--- config.mk ---
export PLATFORM = sky130hd
export DESIGN_NAME = tmr0_ctrl
export DESIGN_NICKNAME = d
export VERILOG_FILES = /design/src/rtl/tmr0_pkg.sv /design/src/rtl/tmr0_sync_edge.sv /design/src/rtl/tmr0_ctrl.sv
export SDC_FILE = /design/constraint.sdc
export NUM_CORES = 1
export LEC_CHECK = 0
export CAP_MARGIN = 20
export CORE_MARGIN = 1.5
export CORE_UTILIZATION = 60
export CTS_CLUSTER_DIAMETER = 50
export DETAILED_ROUTE_END_ITERATION = 8
export DONT_BUFFER_PORTS = 1
export PLACE_DENSITY_LB_ADDON = 0.1
export SLEW_MARGIN = 20
export SYNTH_ARGS = -nofsm -noshare
export SYNTH_HDL_FRONTEND = slang
export SYNTH_SLANG_ARGS = --single-unit
--- constraint.sdc ---
create_clock -name clk -period 1.65 [get_ports clk]
set_input_delay 0.33 -clock clk [delete_from_list [all_inputs] [get_ports clk]]
set_output_delay 0.33 -clock clk [all_outputs]
set_load 0.02 [all_outputs]
--- src/rtl/tmr0_pkg.sv ---
// rtl/tmr0_pkg.sv - shared constants and state type for the TMR0 register controller
package tmr0_pkg;

    localparam logic [1:0] ADDR_TMR0   = 2'd0;
    localparam logic [1:0] ADDR_OPTION = 2'd1;
    localparam logic [1:0] ADDR_INTCON = 2'd2;

    localparam int GIE_BIT  = 7;
    localparam int T0IE_BIT = 5;
    localparam int T0IF_BIT = 2;

    localparam logic [7:0] OPTION_RST = 8'hFF;

    typedef enum logic {
        RUN  = 1'b0,
        HOLD = 1'b1
    } tmr0_state_e;

endpackage

--- src/rtl/tmr0_sync_edge.sv ---
// rtl/tmr0_sync_edge.sv - multi-flop synchroniser with rising-edge event output
module tmr0_sync_edge #(
    parameter int SYNC_STAGES = 2
) (
    input  logic clk,
    input  logic reset,
    input  logic i_async,
    output logic o_event
);

    logic [SYNC_STAGES-1:0] r_sync;
    logic                   r_dly;

    always_ff @(posedge clk) begin
        if (!reset) begin
            r_sync <= '0;
            r_dly  <= 1'b0;
        end else begin
            r_sync <= {r_sync[SYNC_STAGES-2:0], i_async};
            r_dly  <= r_sync[SYNC_STAGES-1];
        end
    end

    // One event per synchronised rising edge; falling edges produce nothing.
    assign o_event = r_sync[SYNC_STAGES-1] & ~r_dly;

endmodule

--- src/rtl/tmr0_ctrl.sv ---
// rtl/tmr0_ctrl.sv - TMR0 count, OPTION/INTCON timer bits and prescaler clear control
module tmr0_ctrl
    import tmr0_pkg::*;
#(
    parameter int SYNC_STAGES    = 2,
    parameter int INHIBIT_CYCLES = 2
) (
    input  logic       clk,
    input  logic       reset,
    input  logic [1:0] addr,
    input  logic       wr_en,
    input  logic [7:0] wr_data,
    output logic [7:0] rd_data,
    input  logic       tick_in,
    output logic       t0cs,
    output logic       t0se,
    output logic       psa,
    output logic [2:0] ps,
    output logic       presc_rst_n,
    output logic [7:0] tmr0_val,
    output logic       t0if,
    output logic       irq
);

    localparam int CW = (INHIBIT_CYCLES < 2) ? 1 : $clog2(INHIBIT_CYCLES + 1);

    logic [7:0]    r_option;
    logic [7:0]    r_tmr0;
    logic          r_gie;
    logic          r_t0ie;
    logic          r_t0if;
    logic          r_presc_rst_n;
    tmr0_state_e   r_state;
    logic [CW-1:0] r_inh_cnt;

    logic w_event;
    logic w_wr_tmr0;
    logic w_wr_option;
    logic w_wr_intcon;
    logic w_inc;
    logic w_ovf;

    tmr0_sync_edge #(
        .SYNC_STAGES(SYNC_STAGES)
    ) u_sync_edge (
        .clk    (clk),
        .reset  (reset),
        .i_async(tick_in),
        .o_event(w_event)
    );

    assign w_wr_tmr0   = wr_en && (addr == ADDR_TMR0);
    assign w_wr_option = wr_en && (addr == ADDR_OPTION);
    assign w_wr_intcon = wr_en && (addr == ADDR_INTCON);

    // A software write to TMR0 always beats a coincident tick.
    assign w_inc = w_event && (r_state == RUN) && !w_wr_tmr0;
    assign w_ovf = w_inc && (r_tmr0 == 8'hFF);

    always_ff @(posedge clk) begin
        if (!reset) begin
            r_tmr0    <= 8'h00;
            r_state   <= RUN;
            r_inh_cnt <= '0;
        end else if (w_wr_tmr0) begin
            r_tmr0    <= wr_data;
            r_state   <= HOLD;
            r_inh_cnt <= CW'(INHIBIT_CYCLES);
        end else begin
            case (r_state)
                RUN: begin
                    if (w_inc) r_tmr0 <= r_tmr0 + 8'd1;
                end
                HOLD: begin
                    r_inh_cnt <= r_inh_cnt - 1'b1;
                    if (r_inh_cnt <= CW'(1)) begin
                        r_state   <= RUN;
                        r_inh_cnt <= '0;
                    end
                end
                default: r_state <= RUN;
            endcase
        end
    end

    always_ff @(posedge clk) begin
        if (!reset) begin
            r_option      <= OPTION_RST;
            r_gie         <= 1'b0;
            r_t0ie        <= 1'b0;
            r_t0if        <= 1'b0;
            r_presc_rst_n <= 1'b0;
        end else begin
            // Only a change to the prescaler assignment or ratio disturbs the prescaler.
            r_presc_rst_n <= ~(w_wr_tmr0 ||
                               (w_wr_option && (wr_data[3:0] != r_option[3:0])));
            if (w_wr_option) r_option <= wr_data;
            if (w_wr_intcon) begin
                r_gie  <= wr_data[GIE_BIT];
                r_t0ie <= wr_data[T0IE_BIT];
                r_t0if <= wr_data[T0IF_BIT] | w_ovf;
            end else if (w_ovf) begin
                r_t0if <= 1'b1;
            end
        end
    end

    always_comb begin
        rd_data = 8'h00;
        case (addr)
            ADDR_TMR0:   rd_data = r_tmr0;
            ADDR_OPTION: rd_data = r_option;
            ADDR_INTCON: begin
                rd_data[GIE_BIT]  = r_gie;
                rd_data[T0IE_BIT] = r_t0ie;
                rd_data[T0IF_BIT] = r_t0if;
            end
            default:     rd_data = 8'h00;
        endcase
    end

    assign t0cs        = r_option[5];
    assign t0se        = r_option[4];
    assign psa         = r_option[3];
    assign ps          = r_option[2:0];
    assign presc_rst_n = r_presc_rst_n;
    assign tmr0_val    = r_tmr0;
    assign t0if        = r_t0if;
    assign irq         = r_t0if & r_t0ie & r_gie;

endmodule

# --- Yosys cells after proc, flatten, opt, wreduce, memory -nomap -nowiden ---
# Index checks and enable logic that the tools add are counted.
totals:
  regBits: 26
op_classes:
  mux: 17
  n_reduce_logical: 15
  bitwise_logic: 8
  order_cmp: 1
  eq_ne: 5
  addsub: 2
op_table:
  columns: ["operator", "n"]
  rows:
  - ["$mux 8", 3]
  - ["$pmux 1 s3", 3]
  - ["$add 8x1->8 const B", 1]
  - ["$eq 8x8->1 const B", 1]
  - ["$pmux 2 s2", 2]
  - ["$logic_and 1x1->1", 7]
  - ["$mux 2", 3]
  - ["$reduce_bool 2->1", 3]
  - ["$mux 1", 5]
  - ["$ne 4x4->1", 1]
  - ["$not 1->1", 4]
  - ["$and 1x1->1", 3]
  - ["$eq 2x1->1 const B", 1]
  - ["$eq 2x2->1 const B", 1]
  - ["$le 2x1->1 const B", 1]
  - ["$logic_not 2->1", 1]
  - ["$ne 2x1->1 const B", 1]
  - ["$pmux 1 s2", 1]
  - ["$reduce_and 2->1", 1]
  - ["$reduce_or 2->1", 1]
  - ["$sub 2x1->2 const B", 1]
  - ["$logic_not 1->1", 1]
  - ["$logic_or 1x1->1", 1]
  - ["$or 1x1->1", 1]

# --- Depth between registers and ports, before layout ---
# Gate-level depths: netlist of run 1.
depth:
  depth_word: 7
  depth_mapped: 4

# --- Hierarchy ---
# From an unflattened synthesis of run 1, not the netlist that was laid out.
hier_totals:
  cells_unflattened: 152
  area_unflattened_um2: 1292.5
by_module_without_submodules:
  columns: ["mod", "instances", "cells_per_inst", "area_per_inst_um2", "seq_area_each_um2"]
  rows:
  - ["tmr0_ctrl", 1, 145, 1199.9, 460.4]
  - ["tmr0_sync_edge", 1, 7, 92.6, 60.1]

# --- Worst setup path before layout of run 1 ---
# Ideal clock, no wire load.
synth_path:
  path_type: "flip-flop to flip-flop"
  from: "reg r_tmr0[0], in the netlist tmr0_val[0]"
  to: "reg r_tmr0[6], in the netlist tmr0_val[6]"
  t_required_ns: 1.576
  arrival_ns: 1.411
  synth_period_minus_slack_ns: 1.485
  slack_ns: 0.165
  stages_incl_launch_ff: 5
  path_cell_list: "dfxtp_1 ha_1 inv_1 or4_1 a31oi_1"
synth_between:
  elab_chain_len: 4
synth_lines:
  columns: ["item", "line", "text"]
  rows:
  - ["start, declared", "tmr0_ctrl.sv:28", "logic [7:0] r_tmr0;"]
  - ["start signal, assigned", "tmr0_ctrl.sv:66", "r_tmr0 <= wr_data;"]
  - ["start signal, assigned", "tmr0_ctrl.sv:72", "if (w_inc) r_tmr0 <= r_tmr0 + 8'd1;"]
  - ["$add 8x1->8", "tmr0_ctrl.sv:72", null]
  - ["$mux 8", "tmr0_ctrl.sv:72", null]
  - ["$mux 8", "tmr0_ctrl.sv:70", "case (r_state)"]
  - ["$mux 8", "tmr0_ctrl.sv:65", "end else if (w_wr_tmr0) begin"]
# No other way between the ends. The select of a mux whose other input is x is not followed.
# A chain may end at the register's enable or synchronous reset.

# --- Final worst setup path of run 1 ---
layout_path:
  from: "reg r_tmr0[2], in the netlist tmr0_val[2]"
  to: "out rd_data[2]"
layout_between:
  elab_chain_len: 1
layout_lines:
  columns: ["item", "line", "text"]
  rows:
  - ["$pmux 1 s3", "tmr0_ctrl.sv:110", "case (addr)"]
  - ["end, declared", "tmr0_ctrl.sv:13", "output logic [7:0] rd_data,"]
# No other way between the ends.

==> results of run 1 <==
==> layout make-up <==
class / count / area, um^2 / area share, %
multi-input cells: 113 / 692 / 50.1
flip-flops and latches: 26 / 524 / 38.0
repair buffers: 13 / 97.6 / 7.07
well taps: 27 / 33.8 / 2.45
clock buffers: 3 / 22.5 / 1.63
inverters: 3 / 11.3 / 0.815
==> where the power goes <==
| group | switching [mW] | total, mW | internal, mW |
|---|---|---|---|
| logic | 0.105 | 0.182 | 0.0777 |
| clock network | 0.180 | 0.266 | 0.0855 |
| registers | 0.0386 | 0.699 | 0.660 |
| total | 0.324 | 1.15 | 0.823 |
==> cell families after synthesis <==
| group | synth area share [%] |
|---|---|
| and+or+nand+nor | 26.9 |
| xor gates and xnor gates | 4.13 |
| AOI/OAI and AO/OA | 12.9 |
| muxes | 8.76 |
| adders and majority gates | 0.984 |
| buffers and inverters | 5.41 |
| DFF | 40.9 |
==> cells in the final DEF (no fill, tap or decap), types with 3 or more instances in the layout <==
master,n
nor2_1,6
dfxtp_2,3
nand2_1,27
mux2i_1,10
xnor2_1,6
o31ai_1,3
dfxtp_1,23
nand3_1,11
a31oi_1,5
and2_1,3
inv_1,3
a21oi_1,7
or4_1,3
o21ai_0,11
buf_4,13
clkbuf_4,3
==> metal layers <==
layer | track usage [%] | part of all wire [%] | up-vias
li1 | - | - | 549
met3 | 5.21 | 5.7 | 4
met4 | 7.62 | 0.86 | 0
met2 | 45.4 | 47 | 41
met1 | 31.1 | 46 | 526
met5 | 0 | 0 | -
==> final timing paths <==
kind	startpoint	endpoint
hold / removal	reset	r_option[6]
setup / recovery	tmr0_val[2]	rd_data[2]
hold reg to reg	u_sync_edge.r_sync[0]	u_sync_edge.r_sync[1]
setup reg to reg	tmr0_val[0]	tmr0_val[6]
==> flip-flops by register name, summed over array words and instances, names as in the netlist <==
| signal | cells |
|---|---|
| u_sync_edge.r_sync | 2 |
| r_option | 8 |
| u_sync_edge.r_dly | 1 |
| presc_rst_n | 1 |
| r_t0ie | 1 |
| r_state | 1 |
| t0if | 1 |
| r_inh_cnt | 2 |
| r_gie | 1 |
| tmr0_val | 8 |
==> timing repair <==
item                                    4_1_cts  5_1_grt
pin swaps                                     0        1
endpoints found under the hold margin         0        0
gates resized for setup                       2        5
endpoints found under the setup margin        2        8
==> stage by stage <==
step,cell area [um^2],utilization (%)
global placement,1350,67.9
global route,1380,69.7
detailed placement,1350,67.9
finish,1380,69.7
floorplan,1270,-
CTS,1370,69.1
==> impl_metrics.ini, run 1 <==
[logic_synthesis]
synth_most_common_cell = nand2_1
netlist_area_um2 = 1270
seq_area_frac_synth_pct = 40.9
synth_common_cells = nand2_1, dfxtp_1, o21ai_0
ys_ff_latch = 26
synthFlopType = dfxtp_1
yosys.area.top_type_share_pct = 40.9
synth_enable_flop_cells = 0
synth_cell_types = 31
syn_inst = 153
syn-num-nets = 168
synth.area.top_cells = dfxtp_1, nand2_1, mux2i_1
async_reset_ff_share_pct = 0
synth.avg_cell_area_um2 = 8.31
synth_top_area_cell = dfxtp_1
ys_warn_count = 0

[setup_path]
max_stage_delay_ns = 0.35
crit_path_start_kind = flop
cp_num_buf_inv = 2
cp_top_family = flip-flops
path_depth = 4
rr_worst_depth = 4
cp.required_ns = 1.32
worstPathCellList = buf_4, mux2i_1, o21ai_1, buf_4
path_class = reg -> out
cp.arrival_ns = 1.26
crit_path_frequent_cell = buf_4
cpMaxStageDelayCell = dfxtp_2
endpoint_kind = output port
r2r_setup_slack_ns = 0.12
crit_fanout = 3

[sta]
finalClockSkew_ns = 0.00573
finalSetupTns_ns = 0
max-slew-margin-rel_pct = 69.9
final.min_clock_period_ns = 1.59
tightestPinTransition_ns = 0.450
fin_ws_ns = 0.0602
hold_viol = 0
holdWs_ns = 0.0750
finalCritPeriodShare_pct = 96.4
fmax_mhz = 629
rsz0062_at_grt = false
slew_violations = 0
setup_viol = 0

[drt]
drt-total-wl_um = 2900
wl_per_cell_um = 15.7
avgViaCountPerCell = 6.05
drc = 0
drtIter0Drc = 30
first_pass_iters = 4
via_count = 1120
ant_nets = 0

[floorplanning]
fp-row-count = 16
fp.dieH_um = 49.0
start_util_pct = 64.1
die_area_um2 = 2400
die_w_um = 49.0
ios = 39
core_area_um2 = 1980

[placement]
dp_slack_ns = 0.119
portBuffers = 0
place.gp.congestion = 0.764
post-place-cells = 182
hpwl_um = 2100

[hold_path]
holdPathStages = 1
hp-class = in -> reg

[power_and_ir_drop]
total_power_mw = 1.15
p_per_area_nw_per_um2 = 830
ir_drop_mv = 0.649
p_leak_nw = 0.545

[cells_and_area]
area_growth_pct = 8.66
fill_cells = 170
layout-drive-gt1-share_pct = 16.5
fin_cells = 185
diodes = 0
nNetsFinal = 175

[cts]
numCtsBuffers = 3
tritoncts = built
root_buffer = clkbuf_4
post_cts_buffers = 0
clockBufferDepth = 2
clock_latency_ns = 0.32
cts_max_level = 1
cts.sinks = 26
cts.hold.buffers_added = 0
path_clk_slew_ns = 0.13

[global_route]
first_global_vias = 1056
gr-usage-all-layers_pct = 25.6
grt_pass1_wl_um = 4810
grt-ovfl-total = 0
antenna_found_initial = 0
grt_max_degree = 20

[run_status]
status = complete, no violations

[flow_run]
maxCapViolCount = 0
No activity file was read; power rests on OpenSTA's default activity.
==> inputs of run 2 (changes only) <==
- CAP_MARGIN: 20 -> unset
- clock period: 1.65 -> 1.6 ns (I/O delays scaled with it)
==> run 2 against run 1 <==
Wire length up 1.4%; clock power up 24%; cell count up 1.6%; critical path type is now reg -> reg; largest cell class unchanged.
==> impl_metrics.ini, run 2 (synthesis gave the netlist of run 1 again) <==
[floorplanning]
start_util_pct = 64.1
die_area_um2 = 2400
fp-row-count = 16
fp.dieH_um = 49.0
ios = 39
core_area_um2 = 1980
die_w_um = 49.0

[cells_and_area]
nNetsFinal = 177
postLayoutCellArea_um2 = 1420
layout-drive-gt1-share_pct = 21.7
layout_common_cells = nand2_1, dfxtp_1, buf_4
final_common_cell = nand2_1
area_growth_pct = 12.0
diodes = 0
utilization_pct = 71.8

[placement]
place.gp.congestion = 0.838
portBuffers = 0
placed_cell_area_um2 = 1360
hpwl_um = 2150
dp_slack_ns = -0.00760

[global_route]
antenna_found_initial = 0
grt_max_degree = 20
grt-ovfl-total = 0
gr-usage-all-layers_pct = 26.3
grt_pass1_wl_um = 4950
first_global_vias = 1084

[drt]
wl_per_cell_um = 15.6
drc = 0
via_count = 1121
ant_nets = 0
drtIter0Drc = 23
avgViaCountPerCell = 5.96
first_pass_iters = 4
drt-total-wl_um = 2940

[hold_path]
hp-class = in -> reg

[cts]
post_cts_buffers = 0
numCtsBuffers = 3
tritoncts = built
cts.sinks = 26
path_clk_slew_ns = 0.14
clock_latency_ns = 0.31
clockBufferDepth = 2
cts.hold.buffers_added = 0
cts_max_level = 1
root_buffer = clkbuf_4

[setup_path]
endpoint_kind = flop
crit_fanout = 11
path_class = reg -> reg
crit_path_start_kind = flop
cp.arrival_ns = 1.83
cp.required_ns = 1.85

[power_and_ir_drop]
p_per_area_nw_per_um2 = 874
ir_drop_mv = 0.582
p_leak_nw = 0.563

[sta]
final.min_clock_period_ns = 1.58
finalClockSkew_ns = 0.00453
setup_viol = 0
fmax_mhz = 632
finalCritPeriodShare_pct = 98.8
finalSetupTns_ns = 0
tightestPinTransition_ns = 0.394
max-slew-margin-rel_pct = 73.7
hold_viol = 0
rsz0062_at_grt = true
holdWs_ns = 0.0646
slew_violations = 0
fin_ws_ns = 0.0187

[run_status]
status = complete, no violations

[flow_run]
maxCapViolCount = 0
run 2: area by class of cell:
type | count | area, um^2
well taps | 27 | 33.8
inverters | 3 | 11.3
repair buffers | 15 | 113
fillers | 157 | 558
clock buffers | 4 | 36.3
flip-flops and latches | 26 | 531
multi-input cells | 113 | 699
run 2: layer usage:
metal | up-vias | global-route usage, % | routed length (um)
li1 | 553 | - | -
met1 | 529 | 35.6 | 1340
met2 | 35 | 42.9 | 1400
met3 | 4 | 4.29 | 165
met4 | 0 | 8.57 | 31
met5 | - | 0 | 0
run 2: metrics by stage:
stage / total power [mW] / std cells
after floorplan: 0.878 / 153
after global placement: 0.917 / 184
after detailed placement: 0.923 / 184
after CTS: 1.25 / 188
after global routing: 1.30 / 188
final: 1.24 / 188
run 2: critical path, stage by stage (launching register included):
cell	delay (ns)
dfxtp_1	0.37
nand4bb_2	0.38
or4b_1	0.60
a21oi_1	0.17
run 2: timing repair:
action	4_1_cts	5_1_grt
pin swaps	0	1
endpoints found under the setup margin	6	11
gates resized for setup	4	10
run 2: power by group:
part,total [mW],internal [mW],switching [mW]
Combinational,0.198,0.0850,0.113
Sequential,0.716,0.681,0.0355
Clock,0.330,0.139,0.191
Total,1.24,0.905,0.340
run 2: final timing paths:
path,start,slack (ns),to,cells after the start
setup / recovery,r_state,0.02,t0if,3
hold / removal,reset,0.06,r_option[7],1
setup reg to reg,r_state,0.02,t0if,3
hold reg to reg,u_sync_edge.r_sync[0],0.46,u_sync_edge.r_sync[1],1
==> RTL change 1, RTL diff (flow settings as in run 2) <==
Make the reset (`reset`) asynchronous in 3 clocked blocks.
--- a/src/rtl/tmr0_sync_edge.sv
+++ b/src/rtl/tmr0_sync_edge.sv
@@ -11,7 +11,7 @@
     logic [SYNC_STAGES-1:0] r_sync;
     logic                   r_dly;
 
-    always_ff @(posedge clk) begin
+    always_ff @(posedge clk or negedge reset) begin
         if (!reset) begin
             r_sync <= '0;
             r_dly  <= 1'b0;
--- a/src/rtl/tmr0_ctrl.sv
+++ b/src/rtl/tmr0_ctrl.sv
@@ -57,7 +57,7 @@
     assign w_inc = w_event && (r_state == RUN) && !w_wr_tmr0;
     assign w_ovf = w_inc && (r_tmr0 == 8'hFF);
 
-    always_ff @(posedge clk) begin
+    always_ff @(posedge clk or negedge reset) begin
         if (!reset) begin
             r_tmr0    <= 8'h00;
             r_state   <= RUN;
@@ -83,7 +83,7 @@
         end
     end
 
-    always_ff @(posedge clk) begin
+    always_ff @(posedge clk or negedge reset) begin
         if (!reset) begin
             r_option      <= OPTION_RST;
             r_gie         <= 1'b0;
Function: differs if reset is asserted again (counterexample within 4 cycles, from zero or initial values and one cycle with reset low); with reset held inactive, the same outputs for 10 cycles.
==> RTL change 1 against run 2 <==
The flow now finishes with violations (setup timing); via count down 10%; setup slack worse by 0.088 ns; utilization up 3.3 points; sequential cell count unchanged; final area up 7.7%; synthesized area up 5.5%; first-iteration DRC count down 35%; wire length down 2.2%; synthesized cell count down 17%; critical path type is now register to output port.
Power is not compared: it rests on default switching activity, and its combinational part moved more than twofold at a synthesized area within 25%.
==> RTL change 1: results (changes against run 2) <==
| Metric | Value |
|---|---|
| Slowest cell on the critical path | dfstp_2 (was or4b_1) |
| Via count | 1004 (was 1121) |
| Largest net degree at the start of global routing | 27 (was 20) |
| Clk slew on worst S/H paths | 0.14 ns (about the same) |
| Share of cells above drive strength 1 | 34.06% (was 21.74%) |
| First-pass GRT wire length | 4512 um (was 4947 um) |
| Hold Crit Class | input port to register (unchanged) |
| Status | finished with violations (was finished clean) |
| Setup crit end | rd_data[2] (was t0if$_SDFFE_PN0P_) |
| Cells after synthesis | 127 (was 153) |
| TritonRoute pass-1 iters | 4 (unchanged) |
| Post-DR vias/cell | 6.085 (was 5.963) |
| Nets@finish | 154 (was 177) |
| Setup crit end kind | output port (was register) |
| Crit Path Max Fanout | 4 (was 11) |
| Library cells used by synthesis | 32 (was 31) |
| Clock latency on the worst-skew pair | 0.32 ns |
| Worst R2R Start | u_sync_edge.r_dly$_DFF_PN0_ (was r_state$_SDFF_PN0_) |
| Reg2reg path depth | 3 (unchanged) |
| Placed cells | 157 (was 184) |
| Setup ws final | -0.06963 ns (was 0.01865 ns) |
| Ys Warns | 0 (unchanged) |
| Clock Tree Buf Depth | 2 (unchanged) |
| Crit path largest cell delay | 0.65 ns (was 0.60 ns) |
| Crit path max-delay family | flip-flops (was simple AND/OR/NAND/NOR gates) |
| Worst setup path startpoint | r_option[2]$_DFFE_PN1P_ (was r_state$_SDFF_PN0_) |
| Routability cong. | 0.7506 (was 0.8384) |
| Drt wl/cell | 17.42 um (was 15.64 um) |
| Post-synth ARST share | 100.0% (was 0%) |
| Syn_nets | 142 (was 168) |
| Register area share after synthesis | 49.25% (was 40.94%) |
| Total GRT Usage | 23.94% (was 26.31%) |
| Static leakage | 0.6448 nW |
| Failing checks | setup timing |
| Starting DRC count in detailed routing | 15 (was 23) |
| Filler cells | 147 (was 157) |
| Diode count | 0 (unchanged) |
| Clk_skew | 0.003310 ns (was 0.004526 ns) |
| Synth area leaders | dfrtp_1 34%, dfstp_2 16%, mux2_2 9.2%, mux2i_1 6.7%, nor2_1 3.9% (was dfxtp_1 41%, nand2_1 8.0%, mux2i_1 7.9%, o21ai_0 4.7%, nand3_1 4.3%) |
| Antenna violations before repair | 0 (unchanged) |
| HPWL Detailed | 1989 um (was 2151 um) |
| R2R setup slack | 0.03 ns |
| Final setup fails | 4 (was 0) |
| RR Endpoint | tmr0_val[6]$_DFFE_PN0P_ (was t0if$_SDFFE_PN0P_) |
| WHS Path Cells | 1 (unchanged) |
| I/O Buffers | 0 (unchanged) |
| Peak supply drop | 966.9 uV |
| H-Tree Depth | 1 (unchanged) |
| TritonCTS Buffers | 3 (unchanged) |
| Worst EP arrival | 1.35 ns (was 1.83 ns) |
| Clock root cell | clkbuf_4 (unchanged) |
| Synth top cells by count | 18 x dfrtp_1, 14 x nor2_1, 11 x mux2_2, 10 x nand2_1, 9 x mux2i_1 (was 27 x nand2_1, 26 x dfxtp_1, 12 x o21ai_0, 11 x nand3_1, 10 x mux2i_1) |
| Tightest Pin Transition | 0.5043 ns (was 0.3937 ns) |
==> RTL change 1: worst register-to-register path: stages, from the launching register on <==
cell and delay [ns]:
dfrtp_1 0.42, or3b_4 0.42, or4_1 0.49, a31oi_1 0.17
==> RTL change 1: report_power, final <==
part	switching, mW	leakage [nW]	internal [mW]	total (mW)
logic	0.381	0.334	0.330	0.711
registers	0.284	0.289	0.852	1.14
clock network	0.189	0.0210	0.139	0.328
==> RTL change 1: cell families after synthesis <==
| family | Yosys count | synth area share, % |
|---|---|---|
| XOR/XNOR | 5 | 3.265 |
| flip-flops | 26 | 49.25 |
| adder cells (fa/ha/maj) | 1 | 0.9327 |
| multiplexers | 20 | 15.95 |
| buffers and inverters | 11 | 4.104 |
| AO/OA/AOI/OAI | 20 | 9.234 |
| AND/OR/NAND/NOR | 44 | 17.26 |
==> RTL change 1: how the worst min path moves through the flow <==
stage                     slack, ns        from                               to
after detailed placement       0.03       reset               r_t0ie$_DFFE_PN0P_
after floorplan                0.02       reset            presc_rst_n$_DFF_PN0_
after global placement         0.03       reset          tmr0_val[5]$_DFFE_PN0P_
final                          0.14  wr_data[4]          r_option[4]$_DFFE_PN1P_
after global routing           0.12  wr_data[4]          r_option[4]$_DFFE_PN1P_
after CTS                     0.005     tick_in  u_sync_edge.r_sync[0]$_DFF_PN0_
==> RTL change 1: routing by layer <==
| layer | routed length, um | track usage (%) |
|---|---|---|
| met5 | 0 | 0 |
| met4 | 21 | 7.870 |
| met3 | 144 | 5.655 |
| met2 | 1502 | 41.45 |
| met1 | 1207 | 29.13 |
==> RTL change 1: area by class of cell <==
class | count | area share (%)
Clock buffer | 4 | 2.365
Inverter | 3 | 0.7341
Multi-Input combinational cell | 90 | 42.90
Sequential cell | 26 | 43.31
Tap cell | 27 | 2.202
Timing Repair Buffer | 15 | 8.483
==> RTL change 1: timing repair <==
item	in CTS	in global routing
buffers inserted	0	1
resized for setup	9	6
endpoints found under the hold margin	26	1
pin swaps	0	3
hold buffers	2	1
gates cloned	0	0
setup endpoints to repair	11	11
==> RTL change 1: stage by stage <==
stage	cell area [um^2]	utilization, %	setup slack, ns	hold WS [ns]	TNS, ns
2_1_floorplan	1348	-	0.01921	0.02441	0
3_3_place_gp	1414	69.24	0.06131	0.02512	0
3_5_place_dp	1414	69.24	0.007493	0.02508	0
4_1_cts	1495	73.22	-0.07298	0.005124	-0.2120
5_1_grt	1534	75.12	-0.1422	0.1237	-0.4324
6_report	1534	75.12	-0.06963	0.1395	-0.1655
==> RTL change 2, RTL diff (settings of run 2) <==
Made on the original files. The parameter `INHIBIT_CYCLES` goes from 2 to 4.
--- a/src/rtl/tmr0_ctrl.sv
+++ b/src/rtl/tmr0_ctrl.sv
@@ -3,7 +3,7 @@
     import tmr0_pkg::*;
 #(
     parameter int SYNC_STAGES    = 2,
-    parameter int INHIBIT_CYCLES = 2
+    parameter int INHIBIT_CYCLES = 4
 ) (
     input  logic       clk,
     input  logic       reset,
Formal check against the unedited RTL: not equivalent (a bounded check fails within 10 cycles, from zero or initial values and one cycle with reset low).
==> RTL change 2 against run 2 <==
Total power down 0.47%; final area up 5.5%; synthesized area up 9.7%; sequential cell count up 1; first-iteration DRC count down 26%; sequential power up 3.2%; critical path depth up 2; largest power group unchanged; sequential share of layout area down 1.0 points; global-route usage up 1.5 points; largest cell class unchanged; wire length up 8.9%; setup slack better by 0.0096 ns.
==> RTL change 2: results (changes against run 2) <==
| Metric | Value |
|---|---|
| Synth top cells by count | 28 x nand2_1, 27 x dfxtp_1, 10 x mux2i_1, 10 x nand3_1, 9 x o21ai_1 (was 27 x nand2_1, 26 x dfxtp_1, 12 x o21ai_0, 11 x nand3_1, 10 x mux2i_1) |
| Clk. pwr | 298 uW (was 330 uW) |
| First-pass GRT wire length | 5423 um (was 4947 um) |
| Nets@finish | 187 (was 177) |
| Syn_nets | 182 (was 168) |
| Status | finished clean (unchanged) |
| Final Util | 67.93% (was 71.84%) |
| Compound-Gate Fraction of Synth Area | 14.17% (was 12.89%) |
| Synth area leaders | dfxtp_1 39%, nand2_1 7.5%, mux2i_1 7.2%, xnor2_1 3.8%, nand3_1 3.6% (was dfxtp_1 41%, nand2_1 8.0%, mux2i_1 7.9%, o21ai_0 4.7%, nand3_1 4.3%) |
| Dpl ws | 0.04678 ns (was -0.007598 ns) |
| Starting DRC count in detailed routing | 17 (was 23) |
| Cell Area, Placed | 1445 um^2 (was 1360 um^2) |
| Static leakage | 0.5727 nW (was 0.5630 nW) |
| Post-Synth Adder-Cell Area | 2.691% (was 0.9843%) |
| Share of cells above drive strength 1 | 17.75% (was 21.74%) |
| GRT met1 Usage | 36.04% (was 35.63%) |
| Register area share after synthesis | 38.74% (was 40.94%) |
| Routability cong. | 0.7877 (was 0.8384) |
| Post-DR vias/cell | 6.157 (was 5.963) |
| Fin cells | 197 (was 188) |
| M2 GR Usage | 47.62% (was 42.92%) |
| Area Growth Syn to Fin | 7.713% (was 12.01%) |
| Crit Path Max Fanout | 4 (was 11) |
| Filler cells | 196 (was 157) |
| Slew margin rel. | 72.55% (was 73.70%) |
| Drt wl/cell | 16.26 um (was 15.64 um) |
| M3 GR Usage | 4.678% (was 4.294%) |
| Peak supply drop | 582.6 uV (was 582.5 uV) |
| Vias in the first global route | 1177 (was 1084) |
| P_seq | 739 uW (was 716 uW) |
| Slowest cell on the critical path | or3b_2 (was or4b_1) |
| Post-synthesis xor/xnor area fraction | 3.767% (was 4.134%) |
| Total GRT Usage | 27.80% (was 26.31%) |
RTL change 2: critical path, delay by kind of cell (launching register included):
kind                       cells  cell delay (ns)
adders and majority gates      1             0.17
DFF                            1             0.37
AOI/OAI and AO/OA              2             0.44
buffers and inverters          1             0.06
and+or+nand+nor                1             0.47
RTL change 2: area by class of cell:
class | count | area share [%]
Multi-Input combinational cell | 122 | 52.71
Inverter | 4 | 0.9992
Clock buffer | 4 | 1.749
Tap cell | 28 | 2.331
Sequential cell | 27 | 36.22
Timing Repair Buffer | 12 | 5.995
RTL change 2: what timing repair did:
action	in CTS	in global routing
setup endpoints to repair	5	5
hold buffers	0	0
gates resized for setup	5	6
pin swaps	0	1
RTL change 2: per-layer routing:
| metal | wire, um | up-vias |
|---|---|---|
| met2 | 1550 | 34 |
| met1 | 1406 | 584 |
| met4 | 17 | 0 |
| met3 | 229 | 2 |
| li1 | - | 593 |
| met5 | 0 | - |
RTL change 2: kinds of logic after synthesis:
family                   count (synthesis)
AO/OA/AOI/OAI                           34
XOR/XNOR                                 6
adder cells (fa/ha/maj)                  3
buffers and inverters                   16
flip-flops                              27
multiplexers                            10
AND/OR/NAND/NOR                         69
RTL change 2: worst paths after layout:
kind	start	endpoint	slack (ns)	cells past startpoint
worst max-delay path	r_inh_cnt[1]$_SDFFE_PP0P_	r_inh_cnt[2]$_SDFFE_PN0P_	0.03	5
worst max register to register	r_inh_cnt[1]$_SDFFE_PP0P_	r_inh_cnt[2]$_SDFFE_PN0P_	0.03	5
worst min-delay path	reset	r_option[1]$_SDFFE_PN1P_	0.06	1
worst min register to register	u_sync_edge.r_sync[0]$_SDFF_PN0_	u_sync_edge.r_sync[1]$_SDFF_PN0_	0.46	1
